$ cat config.mk
export PLATFORM = sky130hd
export DESIGN_NAME = lib_voq_vc
export DESIGN_NICKNAME = d
export VERILOG_FILES = /design/src/rtl/lib_voq_vc.sv
export SDC_FILE = /design/constraint.sdc
export NUM_CORES = 1
export LEC_CHECK = 0
export BUFFER_PORTS_ARGS = -buffer_cell sky130_fd_sc_hd__buf_4
export CAP_MARGIN = 20
export CORE_ASPECT_RATIO = 0.7
export CORE_UTILIZATION = 61
export DETAILED_ROUTE_END_ITERATION = 7
export PLACE_DENSITY = 0.79
export SYNTH_ARGS = -nofsm -noshare
export SYNTH_HDL_FRONTEND = slang
export SYNTH_SLANG_ARGS = --single-unit
$ cat constraint.sdc
create_clock -name clk -period 4.15 [get_ports clk]
set_input_delay 0.83 -clock clk [delete_from_list [all_inputs] [get_ports clk]]
set_output_delay 0.83 -clock clk [all_outputs]
set_load 0.05 [all_outputs]
$ cat src/rtl/lib_voq_vc.sv
// Virtual output queue: M first-word-fall-through FIFOs. Read is 0-cycle, write-to-valid is 1 cycle.
// Backpressure: per-VC (or global AND) not-full on o_en. Illegal or lost traffic sets sticky o_err.
module lib_voq_vc #(
   parameter int WIDTH     = 32,
   parameter int M         = 4,
   parameter int DEPTH     = 4,
   parameter int AF_LEVEL  = 1,
   parameter int PER_VC_EN = 1
) (
   input  logic             clk,
   input  logic             reset_n,
   input  logic             ce,
   input  logic [WIDTH-1:0] i_data,
   input  logic [0:M-1]     i_data_val,
   output logic [0:M-1]     o_en,
   output logic [0:M-1]     o_almost_full,
   output logic [WIDTH-1:0] o_data,
   output logic [0:M-1]     o_data_val,
   input  logic [0:M-1]     i_en,
   output logic [1:0]       o_err
);

   localparam int PW = $clog2(DEPTH);
   localparam int CW = $clog2(DEPTH + 1);
   localparam logic [CW-1:0] FULL = CW'(DEPTH);
   localparam logic [CW-1:0] AFL  = CW'(AF_LEVEL);

   logic [PW-1:0]    rd_ptr [M];
   logic [PW-1:0]    wr_ptr [M];
   logic [CW-1:0]    count  [M];
   logic [WIDTH-1:0] mem    [M][DEPTH];
   logic [1:0]       err;

   logic             wr_oh;
   logic             rd_oh;
   logic             wr_bad;
   logic             rd_bad;
   logic [0:M-1]     pop;
   logic [0:M-1]     push;
   logic [0:M-1]     not_full;

   // A full VC still accepts a write when the same VC is popped this cycle.
   always_comb begin
      wr_oh  = $onehot(i_data_val);
      rd_oh  = $onehot(i_en);
      pop    = '0;
      push   = '0;
      wr_bad = ce && (i_data_val != '0) && !wr_oh;
      rd_bad = ce && (i_en != '0) && !rd_oh;
      for (int i = 0; i < M; i++) begin
         if (ce && rd_oh && i_en[i]) begin
            if (count[i] != '0) pop[i] = 1'b1;
            else                rd_bad = 1'b1;
         end
         if (ce && wr_oh && i_data_val[i]) begin
            if (count[i] != FULL || pop[i]) push[i] = 1'b1;
            else                            wr_bad  = 1'b1;
         end
      end
   end

   always_ff @(posedge clk or negedge reset_n) begin
      if (!reset_n) begin
         for (int i = 0; i < M; i++) begin
            rd_ptr[i] <= '0;
            wr_ptr[i] <= '0;
            count[i]  <= '0;
         end
         err <= '0;
      end else begin
         for (int i = 0; i < M; i++) begin
            if (pop[i])  rd_ptr[i] <= rd_ptr[i] + PW'(1);
            if (push[i]) wr_ptr[i] <= wr_ptr[i] + PW'(1);
            if (push[i] && !pop[i])      count[i] <= count[i] + CW'(1);
            else if (pop[i] && !push[i]) count[i] <= count[i] - CW'(1);
         end
         err <= err | {rd_bad, wr_bad};
      end
   end

   always_ff @(posedge clk) begin
      for (int i = 0; i < M; i++) begin
         if (push[i]) mem[i][wr_ptr[i]] <= i_data;
      end
   end

   // Status flags are pure functions of the registered counts, so they change only on clock or reset.
   always_comb begin
      o_data = '0;
      for (int i = 0; i < M; i++) begin
         not_full[i]      = (count[i] != FULL);
         o_data_val[i]    = (count[i] != '0);
         o_almost_full[i] = ((FULL - count[i]) <= AFL);
         if (rd_oh && i_en[i]) o_data = mem[i][rd_ptr[i]];
      end
      for (int i = 0; i < M; i++) begin
         o_en[i] = (PER_VC_EN != 0) ? not_full[i] : (&not_full);
      end
   end

   assign o_err = err;

endmodule

==> run metrics <==
Worst Path Required=about 3.3 ns; antenna violations before repair=1; setup violation total in the final timing report=2; synthesized-area fraction occupied by adder cells=0.0300; Root Driver=clkbuf_16; RD Place Congestion=0.834; first drt pass iteration count=5; post-route standard cell area excluding fillers=26000 sq um; TritonCTS clock tree=built; type of element capturing the critical path=primary output; wire length of the first global-routing pass=approximately 74000 microns; hold crit path type=input pin to async pin; average vias per placed instance=6.43; Max Cap Violations=0; timing-limited maximum frequency=~0.24 GHz; count of distinct cell types in the synthesized netlist=39; post-place setup slack=-0.0580 ns; all-layer global routing usage=0.285; cell types with the highest counts after synthesis=edfxtp_1 (512), mux4_2 (128), inv_1 (46); number of nets in the layout=between 1k and 1.5k; TritonCTS Buffers=48; Post-Synthesis Net Count=1138; ys flop type=edfxtp_1; Power per Cell Area=about 600 nW/um^2; Die Y=about 160 microns; fraction of the mapped netlist area in compound gates=0.0245; minimum hold slack=between 0.2 and 0.25 ns; minimum clock period after layout=between 4 and 5 ns; Final Max Tran Viols=0; pin count of the biggest net entering global routing=35; number of sinks handled by clock tree synthesis=542; placed standard-cell area=roughly 24000 sq um; number of placed cells counting well taps=1635; Fin Clk Skew=0.0217 ns; Fin. Hold Viols=0; run status=complete, but fails checks; summed negative setup slack over all endpoints=-0.0357 ns; Layout Cells excl Fill=~1.7k; CTS H-tree lvls=2; post-synthesis xor/xnor area fraction=0.00975; start-to-end type of the worst setup path=input pin to primary output; number of enable flip-flop cells after synthesis=512; ratio of final minimum period to clock period=1.01; number of design rule violations left after detail routing=0; standard cell core area=between 30000 and 40000 sq um; routed length per placed instance=between 20 and 30 microns; row count=57; number of global-route vias before repair=11.7k; relative max-transition margin=0.296; Async SR Flop Fraction=0.0554; proportion of netlist area held by the largest area contributor=0.713; clock-pin slew of the registers on the worst-case setup and hold paths=0.07 ns; synthesized area divided by synthesized cell count=between 20 and 25 sq um; largest family of logic cells by synthesized area=multiplexers; actual transition at the worst max-transition pin=about 1.1 ns; area fraction in and, or, nand and nor cells after synthesis=0.0292; kind of launch point of the worst setup path=input pin; setup slack after layout=-0.0253 ns; number of buffers inserted by port buffering=a little under 90; violations in the final reports=negative setup slack; Top Ports=around 90; portion of netlist area occupied by mux cells=0.138; biggest area consumer among synthesized cells=edfxtp_1; total detailed-routing wirelength=49600 microns; most area-consuming cells after synthesis=edfxtp_1 (71%), mux4_2 (13%), dfrtp_1 (3.5%); ordered list of cells on the worst path=buf_8 > inv_4 > fa_1 > inv_1 > ha_2 > ha_4 > nor4_4 > buf_12 > clkbuf_16 > nand3_2 > a31oi_4 > buf_6; DPL Wire Length=around 28000 microns; Synth Instances=~1.0k; LEAKAGE=approximately 0.0086 uW; Die Outline Area=about 36000 sq um; Mapped Area=~22000 sq um; post-route ant nets=0; 1st-iter DRT viols=between 1k and 1.5k; layout overhead on the synthesized area=20.4%; count of yosys warnings during synthesis=0; most frequently used cell type in the post-synthesis netlist=edfxtp_1; slowest CP cell=fa_1; maximum buffer depth of the clock tree=3; register bit total from synthesis=about 540; quantity of hold-fixing buffers added after cts=0; setup repair after global routing missed its margin=true; clk_lat worst skew=between 0.5 and 0.6 ns; initial core utilization=0.621; Max VDD drop=0.472 mV; overall via count from detail_route=11.1k; fraction of layout cells with a size suffix above 1=0.365; sequential fraction of the synthesis area=0.748; Die Span X=around 230 microns; largest fanout on the critical path=8; residual overflow from global routing=0; data arrival at the endpoint of the critical path=approximately 3.4 ns; highest cell delay on the worst timing path=about 0.52 ns
[timing repair]
action	in CTS	in global routing
setup buffers	1	1
gates resized for setup	9	52
cloned	1	2
pin swaps	2	14
endpoints found under the setup margin	15	31
[critical path: cells and delay by family]
kind / cells / cell delay (ns)
buffers and inverters: 6 / 0.75
AND/OR/NAND/NOR: 2 / 0.52
AO/OA/AOI/OAI: 1 / 0.26
adder cells (fa/ha/maj): 3 / 0.95
[sequential cells by signal, summed over array words and instances, names as in the netlist]
| name | flops |
|---|---|
| wr_ptr | 8 |
| o_err | 2 |
| rd_ptr | 8 |
| mem | 512 |
| count | 12 |
[cells by family after synthesis]
group,count (synthesis)
AOI/OAI and AO/OA,79
xor gates and xnor gates,24
adders and majority gates,48
buffers and inverters,99
DFF,542
muxes,136
and+or+nand+nor,119
[layer usage]
metal  global-route usage  up-vias  share of wire
met2                0.444      598           0.48
met4               0.0863        0          0.023
met1                0.419     5849           0.41
li1                     -     4598              -
met5                    0        -              0
met3               0.0513       90          0.091
[final timing paths]
check / start / end / slack, ns / depth (start not counted)
setup / recovery: i_en[0] / o_data[14] / -0.03 / 12
hold / removal: reset_n / o_err[1]$_DFF_PN0_ / 0.20 / 1
setup reg to reg: count[0]$_DFFE_PN0P_ / count[2]$_DFFE_PN0P_ / 1.56 / 12
hold reg to reg: o_err[1]$_DFF_PN0_ / o_err[1]$_DFF_PN0_ / 0.47 / 1
max in group asynchronous: reset_n / rd_ptr[4]$_DFFE_PN0P_ / 3.59 / 1
min in group clk: o_err[1]$_DFF_PN0_ / o_err[1]$_DFF_PN0_ / 0.47 / 1
[where the power goes]
group | switching [uW] | internal [uW]
clock | 1950 | 2700
sequential | 546 | 6280
combinational | 2200 | 2020
[layout by cell type, fill, tap and decap left out, types with 13 or more instances in the layout]
master / n
buf_6: 31
nand2_1: 37
buf_4: 104
inv_1: 44
clkinv_1: 13
xnor2_1: 16
edfxtp_1: 512
nor2_1: 14
ha_1: 40
o22ai_1: 29
a31oi_2: 13
clkbuf_16: 52
nand3_1: 27
mux4_2: 128
and2_2: 16
dfrtp_1: 22
a31oi_4: 17
buf_12: 35
[final cells by class]
class,instances,area (sq um)
multi-input combinational,406,5480
sequential,542,16100
tap,472,591
fill,1909,8780
inverter,46,178
clock inverter,33,369
timing repair buffer,174,1930
antenna,1,2.50
clock buffer,57,1280
[metrics by stage]
step,power [uW],util
finish,15700,0.747
global route,16200,0.747
CTS,15700,0.739
detailed placement,11000,0.689
global placement,10900,0.689
floorplan,9700,-
No activity file was read; power rests on OpenSTA's default activity.
